$ cat config.mk
export PLATFORM = sky130hd
export DESIGN_NAME = booth_mult_scheduler_flat
export DESIGN_NICKNAME = d
export VERILOG_FILES = /design/src/rtl/booth_mult_scheduler_if.sv /design/src/rtl/booth_mult_scheduler.sv /design/src/flat_wrapper.sv
export SDC_FILE = /design/constraint.sdc
export NUM_CORES = 1
export LEC_CHECK = 0
export ABC_CLOCK_PERIOD_IN_PS = 3570
export CORE_MARGIN = 2
export CORE_UTILIZATION = 44
export CTS_CLUSTER_SIZE = 12
export DETAILED_ROUTE_END_ITERATION = 8
export GPL_ROUTABILITY_DRIVEN = 0
export PLACE_DENSITY = 0.87
export SLEW_MARGIN = 30
export SYNTH_ARGS = -nofsm -noshare
export SYNTH_HDL_FRONTEND = slang
export SYNTH_SLANG_ARGS = --single-unit
$ cat constraint.sdc
create_clock -name clk -period 3.57 [get_ports clk]
set_clock_uncertainty 0.1 [all_clocks]
set_input_delay 0.357 -clock clk [delete_from_list [all_inputs] [get_ports clk]]
set_output_delay 0.357 -clock clk [all_outputs]
set_load 0.05 [all_outputs]
$ cat src/rtl/booth_mult_scheduler_if.sv
// Request/response and multiplier-pin bundle for booth_mult_scheduler.
// The scheduler uses the slave modport; requesters plus the multiplier sit on master.
interface booth_mult_scheduler_if #(
  parameter int NREQ  = 4,
  parameter int WIDTH = 4
);
  localparam int IDW = $clog2(NREQ);

  logic [NREQ-1:0]       req_valid;
  logic [NREQ-1:0]       req_ready;
  logic [NREQ*WIDTH-1:0] req_a;
  logic [NREQ*WIDTH-1:0] req_b;
  logic                  rsp_valid;
  logic                  rsp_ready;
  logic [IDW-1:0]        rsp_id;
  logic [2*WIDTH-1:0]    rsp_product;
  logic                  rsp_err;
  logic                  mult_load;
  logic [WIDTH-1:0]      mult_multiplicand;
  logic [WIDTH-1:0]      mult_multiplier;
  logic [2*WIDTH-1:0]    mult_product;
  logic                  mult_done;
  logic                  busy;

  modport slave (
    input  req_valid, req_a, req_b, rsp_ready, mult_product, mult_done,
    output req_ready, rsp_valid, rsp_id, rsp_product, rsp_err,
           mult_load, mult_multiplicand, mult_multiplier, busy
  );

  modport master (
    output req_valid, req_a, req_b, rsp_ready, mult_product, mult_done,
    input  req_ready, rsp_valid, rsp_id, rsp_product, rsp_err,
           mult_load, mult_multiplicand, mult_multiplier, busy
  );
endinterface

$ cat src/rtl/booth_mult_scheduler.sv
// Round-robin scheduler sharing one booth_multiplier among NREQ requesters.
// Define MULT_TIMEOUT_EN to add a RUN-state watchdog that aborts with rsp_err.
module booth_mult_scheduler #(
  parameter int NREQ        = 4,
  parameter int WIDTH       = 4,
  parameter int LOAD_CYCLES = 2,
  parameter int TIMEOUT     = 15
) (
  input  logic                  clk,
  input  logic                  reset,
  booth_mult_scheduler_if.slave bus
);
  localparam int IDW = $clog2(NREQ);
  localparam int LCW = (LOAD_CYCLES > 1) ? $clog2(LOAD_CYCLES) : 1;

  typedef enum logic [1:0] {ST_IDLE, ST_LOAD, ST_RUN, ST_RESP} state_t;

  state_t             state_reg;
  logic [IDW-1:0]     rr_ptr_reg;
  logic [IDW-1:0]     id_reg;
  logic [WIDTH-1:0]   a_reg;
  logic [WIDTH-1:0]   b_reg;
  logic [LCW-1:0]     load_cnt_reg;
  logic               first_reg;
  logic               mult_load_reg;
  logic               rsp_valid_reg;
  logic [IDW-1:0]     rsp_id_reg;
  logic [2*WIDTH-1:0] rsp_product_reg;

  logic [WIDTH-1:0]   a_arr [NREQ];
  logic [WIDTH-1:0]   b_arr [NREQ];
  logic [IDW-1:0]     grant;
  logic               any_valid;
  logic [IDW-1:0]     next_ptr;
  int                 cand;

  // Cyclic search from rr_ptr; scanning offsets high-to-low leaves the nearest hit.
  always_comb begin
    grant     = '0;
    any_valid = 1'b0;
    cand      = 0;
    for (int k = NREQ - 1; k >= 0; k--) begin
      cand = int'(rr_ptr_reg) + k;
      if (cand >= NREQ) cand = cand - NREQ;
      if (bus.req_valid[IDW'(cand)]) begin
        grant     = IDW'(cand);
        any_valid = 1'b1;
      end
    end
  end

  for (genvar gi = 0; gi < NREQ; gi++) begin : g_req
    assign a_arr[gi] = bus.req_a[gi*WIDTH +: WIDTH];
    assign b_arr[gi] = bus.req_b[gi*WIDTH +: WIDTH];
    assign bus.req_ready[gi] = !reset && (state_reg == ST_IDLE) && any_valid &&
                               (grant == IDW'(gi));
  end

  assign next_ptr = (id_reg == IDW'(NREQ - 1)) ? '0 : id_reg + 1'b1;

  // Parameters outside their legal range leave this marker block in the hierarchy.
  if (LOAD_CYCLES < 1 || TIMEOUT < 1) begin : g_bad_params
  end

`ifdef MULT_TIMEOUT_EN
  localparam int TCW = (TIMEOUT > 1) ? $clog2(TIMEOUT) : 1;
  logic [TCW-1:0] tmo_cnt_reg;
  logic           err_reg;
  assign bus.rsp_err = err_reg;
`else
  assign bus.rsp_err = 1'b0;
`endif

  always_ff @(posedge clk or posedge reset) begin
    if (reset) begin
      state_reg       <= ST_IDLE;
      rr_ptr_reg      <= '0;
      id_reg          <= '0;
      a_reg           <= '0;
      b_reg           <= '0;
      load_cnt_reg    <= '0;
      first_reg       <= 1'b0;
      mult_load_reg   <= 1'b0;
      rsp_valid_reg   <= 1'b0;
      rsp_id_reg      <= '0;
      rsp_product_reg <= '0;
`ifdef MULT_TIMEOUT_EN
      tmo_cnt_reg     <= '0;
      err_reg         <= 1'b0;
`endif
    end else begin
      case (state_reg)
        ST_IDLE: begin
          if (any_valid) begin
            id_reg        <= grant;
            a_reg         <= a_arr[grant];
            b_reg         <= b_arr[grant];
            load_cnt_reg  <= '0;
            mult_load_reg <= 1'b1;
            state_reg     <= ST_LOAD;
          end
        end
        ST_LOAD: begin
          if (load_cnt_reg == LCW'(LOAD_CYCLES - 1)) begin
            mult_load_reg <= 1'b0;
            first_reg     <= 1'b1;
`ifdef MULT_TIMEOUT_EN
            tmo_cnt_reg   <= '0;
`endif
            state_reg     <= ST_RUN;
          end else begin
            load_cnt_reg  <= load_cnt_reg + 1'b1;
          end
        end
        ST_RUN: begin
          first_reg <= 1'b0;
          // done left over from the previous operation is masked on the first cycle
          if (!first_reg && bus.mult_done) begin
            rsp_product_reg <= bus.mult_product;
            rsp_id_reg      <= id_reg;
            rsp_valid_reg   <= 1'b1;
`ifdef MULT_TIMEOUT_EN
            err_reg         <= 1'b0;
`endif
            state_reg       <= ST_RESP;
          end
`ifdef MULT_TIMEOUT_EN
          else if (tmo_cnt_reg == TCW'(TIMEOUT - 1)) begin
            rsp_product_reg <= '0;
            rsp_id_reg      <= id_reg;
            rsp_valid_reg   <= 1'b1;
            err_reg         <= 1'b1;
            state_reg       <= ST_RESP;
          end else begin
            tmo_cnt_reg     <= tmo_cnt_reg + 1'b1;
          end
`endif
        end
        ST_RESP: begin
          if (bus.rsp_ready) begin
            rsp_valid_reg <= 1'b0;
            rr_ptr_reg    <= next_ptr;
            state_reg     <= ST_IDLE;
          end
        end
        default: state_reg <= ST_IDLE;
      endcase
    end
  end

  assign bus.busy              = (state_reg != ST_IDLE);
  assign bus.mult_load         = mult_load_reg;
  assign bus.mult_multiplicand = a_reg;
  assign bus.mult_multiplier   = b_reg;
  assign bus.rsp_valid         = rsp_valid_reg;
  assign bus.rsp_id            = rsp_id_reg;
  assign bus.rsp_product       = rsp_product_reg;
endmodule

$ cat src/flat_wrapper.sv
// flat-port wrapper written by rule: the top's interface ports become plain ports
module booth_mult_scheduler_flat 
#(
  parameter int NREQ        = 4,
  parameter int WIDTH       = 4,
  parameter int LOAD_CYCLES = 2,
  parameter int TIMEOUT     = 15
)
  (clk, reset, bus_req_valid, bus_req_a, bus_req_b, bus_rsp_ready, bus_mult_product, bus_mult_done, bus_req_ready, bus_rsp_valid, bus_rsp_id, bus_rsp_product, bus_rsp_err, bus_mult_load, bus_mult_multiplicand, bus_mult_multiplier, bus_busy);
  booth_mult_scheduler_if #(.NREQ(NREQ), .WIDTH(WIDTH)) bus_i ();
  input  logic clk;
  input  logic reset;
  input wire logic [$bits(bus_i.req_valid)-1:0] bus_req_valid;
  input wire logic [$bits(bus_i.req_a)-1:0] bus_req_a;
  input wire logic [$bits(bus_i.req_b)-1:0] bus_req_b;
  input wire logic [$bits(bus_i.rsp_ready)-1:0] bus_rsp_ready;
  input wire logic [$bits(bus_i.mult_product)-1:0] bus_mult_product;
  input wire logic [$bits(bus_i.mult_done)-1:0] bus_mult_done;
  output wire logic [$bits(bus_i.req_ready)-1:0] bus_req_ready;
  output wire logic [$bits(bus_i.rsp_valid)-1:0] bus_rsp_valid;
  output wire logic [$bits(bus_i.rsp_id)-1:0] bus_rsp_id;
  output wire logic [$bits(bus_i.rsp_product)-1:0] bus_rsp_product;
  output wire logic [$bits(bus_i.rsp_err)-1:0] bus_rsp_err;
  output wire logic [$bits(bus_i.mult_load)-1:0] bus_mult_load;
  output wire logic [$bits(bus_i.mult_multiplicand)-1:0] bus_mult_multiplicand;
  output wire logic [$bits(bus_i.mult_multiplier)-1:0] bus_mult_multiplier;
  output wire logic [$bits(bus_i.busy)-1:0] bus_busy;
  assign bus_i.req_valid = bus_req_valid;
  assign bus_i.req_a = bus_req_a;
  assign bus_i.req_b = bus_req_b;
  assign bus_i.rsp_ready = bus_rsp_ready;
  assign bus_i.mult_product = bus_mult_product;
  assign bus_i.mult_done = bus_mult_done;
  assign bus_req_ready = bus_i.req_ready;
  assign bus_rsp_valid = bus_i.rsp_valid;
  assign bus_rsp_id = bus_i.rsp_id;
  assign bus_rsp_product = bus_i.rsp_product;
  assign bus_rsp_err = bus_i.rsp_err;
  assign bus_mult_load = bus_i.mult_load;
  assign bus_mult_multiplicand = bus_i.mult_multiplicand;
  assign bus_mult_multiplier = bus_i.mult_multiplier;
  assign bus_busy = bus_i.busy;
  booth_mult_scheduler #(.NREQ(NREQ), .WIDTH(WIDTH), .LOAD_CYCLES(LOAD_CYCLES), .TIMEOUT(TIMEOUT)) u_core (.clk(clk), .reset(reset), .bus(bus_i));
endmodule
==> results.json, run 1 <==
{
  "status": "completed",
  "routed_via_density": 5.253,
  "antennaDiodeCount": 0,
  "dr_wl_met3_um": 271,
  "synthesis.instances": 147,
  "grt_max_degree": 28,
  "dr.first_iter.drc_count": 59,
  "yosysUniqueCellTypes": 35,
  "io_pins": 74,
  "synthToLayoutAreaGrowth_pct": 51.83,
  "nFillCells": 272,
  "fin_nets": 274,
  "hold_viol_final": 0,
  "power.total_mw": 2.140,
  "tightest_slew_ps": 649.6,
  "cp_max_fo": 6,
  "grt_pass1_wl_mm": 6.624,
  "cts_sinks": 28,
  "cts_buffer_depth": 2,
  "ff2ff_setup_slack_ps": 1530,
  "setup_viol": 0,
  "rr_worst_depth": 6,
  "wl_per_cell_um": 14.10,
  "rows": 21,
  "slew_viol_final": 0,
  "synth.top_cell.area_share_pct": 45.42,
  "tritoncts": "done",
  "first_global_vias": 1438,
  "wl_met1_mm": 1.638,
  "cts_root_buf": "clkbuf_4",
  "multi_input_area_sq_um": 762.0,
  "stdcell_count": 265,
  "cts-resized-gates": 0,
  "slew_headroom_pct": 56.65,
  "cts.clk_slew.worst_paths_ps": 150,
  "vias": 1392,
  "drt_pass1_iterations": 4,
  "synth_area_leaders": "dfrtp_1 (45%), mux2_2 (8.0%), mux2i_1 (6.5%)",
  "leakagePower_nw": 1.012,
  "start_kind": "input port",
  "post-route-period-util_pct": 87.78,
  "yosysSeqAreaShare_pct": 45.42,
  "final_core_util_pct": 69.64,
  "postCtsSetupRepairBufs": 0,
  "cp.arrival_ps": 2680,
  "tns_ps": 0,
  "top_layer": "met4",
  "post-place-cells": 261,
  "h-tree-depth": 1,
  "whs_ps": 142.8,
  "maxCapViolCount": 0,
  "p_per_area_mw_per_mm2": 913.7,
  "synth-seq-cells": 28,
  "core_region_area_sq_mm": 0.003363,
  "stdcell_area_sq_mm": 0.002342,
  "final_common_cell": "clkdlybuf4s50_1",
  "path_class": "in2out",
  "syn_area_per_cell_sq_um": 10.49,
  "max_freq_mhz": 319.1,
  "regArea_sq_um": 700.7,
  "start_util_pct": 45.87,
  "vdd_drop_max_mv": 0.5451,
  "place.detailed.hpwl_mm": 2.925,
  "fin_ws_ps": 436.2,
  "hold_class": "in2async",
  "yosysWarnings": 0,
  "wl_met2_mm": 1.810,
  "critPathCaptureType": "output port",
  "portBuffers": 72,
  "cts_hold_buf": 0,
  "track_usage_pct": 20.10,
  "period_needed_ps": 3134,
  "antenna_found_initial": 0,
  "die_w_um": 63.22,
  "synthesis.nets": 201,
  "ant_nets": 0,
  "layout_common_cells": "clkdlybuf4s50_1 (69), dfrtp_1 (28), nor2_1 (13), nand2_1 (13), mux2_2 (11)",
  "synth.largest_area_cell": "dfrtp_1",
  "globalRouteOverflowTotal": 0,
  "die_h_um": 63.22,
  "synth_area_sq_mm": 0.001543,
  "place_area_sq_mm": 0.002287,
  "cts_made_buffers": 3,
  "dieArea_sq_mm": 0.003996,
  "place_worst_setup_slack_ps": 416.3,
  "largest_reg_flops": 8,
  "insertion_delay_ps": 320,
  "cp_data_required_time_ps": 3110,
  "drc": 0,
  "wl_mm": 3.737,
  "rsz0062_at_grt": "false",
  "drive_above_1_share_pct": 13.24
}
[per-layer routing]
layer,GRT usage (%),vias to the layer above
met5,0,-
met4,3.261,0
met3,4.464,2
met2,35.90,54
met1,25.29,657
li1,-,679
[final timing paths]
check | end | startpoint
min in group clk | u_core.bus.rsp_product[7]$_DFFE_PP0P_ | u_core.bus.rsp_product[7]$_DFFE_PP0P_
worst max-delay path | bus_req_ready[0] | bus_req_valid[1]
worst min-delay path | u_core.bus.mult_multiplier[1]$_DFFE_PP0P_ | reset
worst max register to register | u_core.bus.mult_multiplier[2]$_DFFE_PP0P_ | u_core.state_reg[0]$_DFFE_PP0P_
worst min register to register | u_core.bus.rsp_product[7]$_DFFE_PP0P_ | u_core.bus.rsp_product[7]$_DFFE_PP0P_
max in group asynchronous | u_core.load_cnt_reg$_DFFE_PP0P_ | reset
[final cells by class]
class	count	share of cell area (%)
Sequential cell	28	29.91
Tap cell	46	2.457
Inverter	9	1.442
Clock inverter	1	1.282
Multi-Input combinational cell	103	32.53
Timing Repair Buffer	75	31.41
Clock buffer	3	0.9615
[worst max-delay path: stages]
cell and delay, ps:
clkdlybuf4s50_1 570, nand2b_1 170, a21oi_1 60, o32ai_2 370, nor4b_1 280, clkdlybuf4s50_1 870
[Yosys cell counts]
cell and instances:
conb_1 1, nor2b_1 1, nand2_1 13, clkbuf_1 1, mux2_2 11, inv_1 7
nor4_2 1, nand2b_1 2, o31ai_1 1, buf_6 2, mux2i_1 10, buf_2 3
a21boi_0 1, nor2_1 14, a222oi_1 1, a221oi_1 8, o221a_1 1, a21oi_2 1
buf_4 1, o21ai_0 4, nand2_2 1, mux2_4 1, o21ai_1 3, mux2_1 1
and4_1 1, dfrtp_1 28, o32ai_2 1, nor4b_1 1, o22ai_1 9, nand3_1 1
and3_1 2, ha_1 6, a21oi_1 5, a22o_1 1, inv_2 2
[where the power goes]
group          switching (mW)  total [mW]  internal (mW)
Clock                  0.0931       0.207          0.113
Combinational           0.828        1.35          0.519
Sequential              0.108       0.587          0.478
Total                    1.03        2.14           1.11
[kinds of logic (layout without fill, tap and decap cells)]
logic type               Yosys count  in the layout  synth area share (%)
AND/OR/NAND/NOR                   37             37                 11.27
other                              1              1                0.2431
AO/OA/AOI/OAI                     36             36                 16.63
multiplexers                      23             23                 16.22
flip-flops                        28             28                 45.42
adder cells (fa/ha/maj)            6              6                 4.866
buffers and inverters             16             88                 5.353
Note: power is estimated with default switching activity, not from simulation.
==> run 2, diff against run 1 <==
--- a/config.mk
+++ b/config.mk
@@ -9,7 +9,8 @@
 export CORE_MARGIN = 2
-export CORE_UTILIZATION = 44
+export CORE_UTILIZATION = 50
 export CTS_CLUSTER_SIZE = 12
 export DETAILED_ROUTE_END_ITERATION = 8
+export DONT_BUFFER_PORTS = 1
 export GPL_ROUTABILITY_DRIVEN = 0
-export PLACE_DENSITY = 0.87
+export PLACE_DENSITY = 0.66
 export SLEW_MARGIN = 30
==> constraint.sdc (replaced) <==
create_clock -name clk -period 3.57 [get_ports clk]
set_clock_uncertainty 0.1 [all_clocks]
set_input_delay 0.8925 -clock clk [delete_from_list [all_inputs] [get_ports clk]]
set_output_delay 0.8925 -clock clk [all_outputs]
set_load 0.05 [all_outputs]
==> run 2 against run 1 <==
Total power is 12% lower. Fmax down 7.5%. First-iteration DRC count up 78%. Register-to-register slack lost 160 ps. Hold slack improved by 220 ps. Largest power group is now sequential cells.
==> results.json, run 2 (synthesis gave the netlist of run 1 again) <==
{
  "status": "completed",
  "cp_data_required_time_ps": 2580,
  "path_class": "reg2out",
  "io_pins": 74,
  "cts_buffer_depth": 2,
  "use_met1_pct": 23.49,
  "drt_pass1_iterations": 5,
  "h-tree-depth": 1,
  "final_common_cell": "dfrtp_1",
  "dieArea_sq_mm": 0.003546,
  "tns_ps": 0,
  "wl_mm": 3.469,
  "start_kind": "flop",
  "path_cells": "inv_1 > ha_1 > inv_1 > nor2_2 > and4_1 > buf_4",
  "die_h_um": 59.55,
  "fin_nets": 208,
  "rsz0062_at_grt": "false",
  "vias": 1192,
  "tritoncts": "done",
  "period_needed_ps": 3388,
  "critPathMaxStageDelay_ps": 580,
  "largest_reg_flops": 8,
  "antenna_found_initial": 0,
  "grt_util_met3_pct": 5.459,
  "vdd_drop_max_mv": 0.5526,
  "cts_hold_buf": 0,
  "tightest_slew_ps": 611.2,
  "power.total_mw": 1.879,
  "p_per_area_mw_per_mm2": 1129,
  "slew_headroom_pct": 59.21,
  "post-place-cells": 182,
  "max_freq_mhz": 295.2,
  "drc": 0,
  "final_core_util_pct": 55.42,
  "wl_per_cell_um": 18.65,
  "track_usage_pct": 19.55,
  "drive_above_1_share_pct": 21.57,
  "cts_sinks": 28,
  "hold_viol_final": 0,
  "antennaDiodeCount": 0,
  "synthToLayoutAreaGrowth_pct": 7.867,
  "dr.first_iter.drc_count": 105,
  "first_global_vias": 1160,
  "grt_pass1_wl_mm": 5.092,
  "cts_made_buffers": 3,
  "place.detailed.hpwl_mm": 2.643,
  "hold_class": "in2async",
  "cts.clk_slew.worst_paths_ps": 150,
  "routed_via_density": 6.409,
  "rows": 20,
  "setup_viol": 0,
  "maxCapViolCount": 0,
  "cts_root_buf": "clkbuf_4",
  "cpMostUsedCell": "inv_1",
  "start_util_pct": 51.38,
  "core_region_area_sq_mm": 0.003003,
  "insertion_delay_ps": 340,
  "cp_top_family": "simple AND/OR/NAND/NOR gates",
  "busiest_layer": "met2",
  "globalRouteOverflowTotal": 0,
  "leakagePower_nw": 0.7588,
  "layout_common_cells": "dfrtp_1 (28), nor2_1 (13), nand2_1 (13), mux2_2 (11), mux2i_1 (10)",
  "slew_viol_final": 0,
  "critPathCaptureType": "output port",
  "die_w_um": 59.55,
  "cp.arrival_ps": 2400,
  "grtUsageMet2_pct": 31.40,
  "path_buf_inv": 3,
  "nFillCells": 280,
  "grt_max_degree": 17,
  "critPathSlowestCell": "nor2_2",
  "cp_max_fo": 15,
  "stdcell_count": 186,
  "post-route-period-util_pct": 94.89,
  "portBuffers": 0,
  "ant_nets": 0
}
## run 2: cell types whose count changed in the layout (fill, tap and decap cells not counted)
cell / previous run / this run
nor4b_2: 0 / 1
buf_4: 6 / 9
nor4b_1: 1 / 0
clkdlybuf4s50_1: 69 / 0
## run 2: worst reg2reg max path: cells and delay by family, from the launching register on
family	cells	cell delay [ps]
flip-flops	1	430
AND/OR/NAND/NOR	2	810
AO/OA/AOI/OAI	1	230
buffers and inverters	2	370
adder cells (fa/ha/maj)	1	210
## run 2: final cells by class
| class | instances | area [sq um] | share of cell area, % |
|---|---|---|---|
| Sequential cell | 28 | 700.7 | 42.11 |
| Clock inverter | 1 | 30.03 | 1.805 |
| Timing Repair Buffer | 9 | 67.56 | 4.060 |
| Inverter | 9 | 33.78 | 2.030 |
| Multi-Input combinational cell | 103 | 768.2 | 46.17 |
| Tap cell | 33 | 41.29 | 2.481 |
| Clock buffer | 3 | 22.52 | 1.353 |
## run 2: repair_timing
| item | in CTS | in global routing |
|---|---|---|
| resized for setup | 1 | 0 |
| setup endpoints to repair | 3 | 0 |
| buffers inserted | 0 | 0 |
## run 2: worst paths after layout
kind                                                 start                                     endpoint  slack [ps]  cells after the start
min reg2reg                   u_core.id_reg[0]$_DFFE_PP0P_             u_core.rr_ptr_reg[0]$_DFFE_PP0P_         420                      1
max                        u_core.state_reg[0]$_DFFE_PP0P_                             bus_req_ready[1]         180                      6
min in group clk              u_core.id_reg[0]$_DFFE_PP0P_             u_core.rr_ptr_reg[0]$_DFFE_PP0P_         420                      1
max reg2reg                u_core.state_reg[0]$_DFFE_PP0P_  u_core.bus.mult_multiplicand[3]$_DFFE_PP0P_        1370                      6
min                                                  reset    u_core.bus.mult_multiplier[0]$_DFFE_PP0P_         360                      2
max in group asynchronous                            reset             u_core.bus.rsp_valid$_DFFE_PP0P_        2820                      2
## run 2: metal layers
layer | vias up | wire length, um
li1 | 546 | -
met1 | 573 | 1316
met2 | 69 | 1744
met3 | 4 | 362
met4 | 0 | 45
met5 | - | 0
## run 2: metrics by stage
step                      worst slack [ps]  instance area (sq um)  hold slack [ps]
after global placement               383.7                   1609            408.3
final                                182.5                   1664            362.1
after floorplan                      160.9                   1549            377.5
after CTS                            184.2                   1664            354.6
after global routing                 58.90                   1664            363.1
after detailed placement             318.1                   1609            402.6
## run 2: where the power goes
group          leakage (nW)  internal, mW  switching, mW
Combinational         0.401         0.288          0.375
Sequential            0.330         0.472          0.534
Clock                0.0279         0.114         0.0953
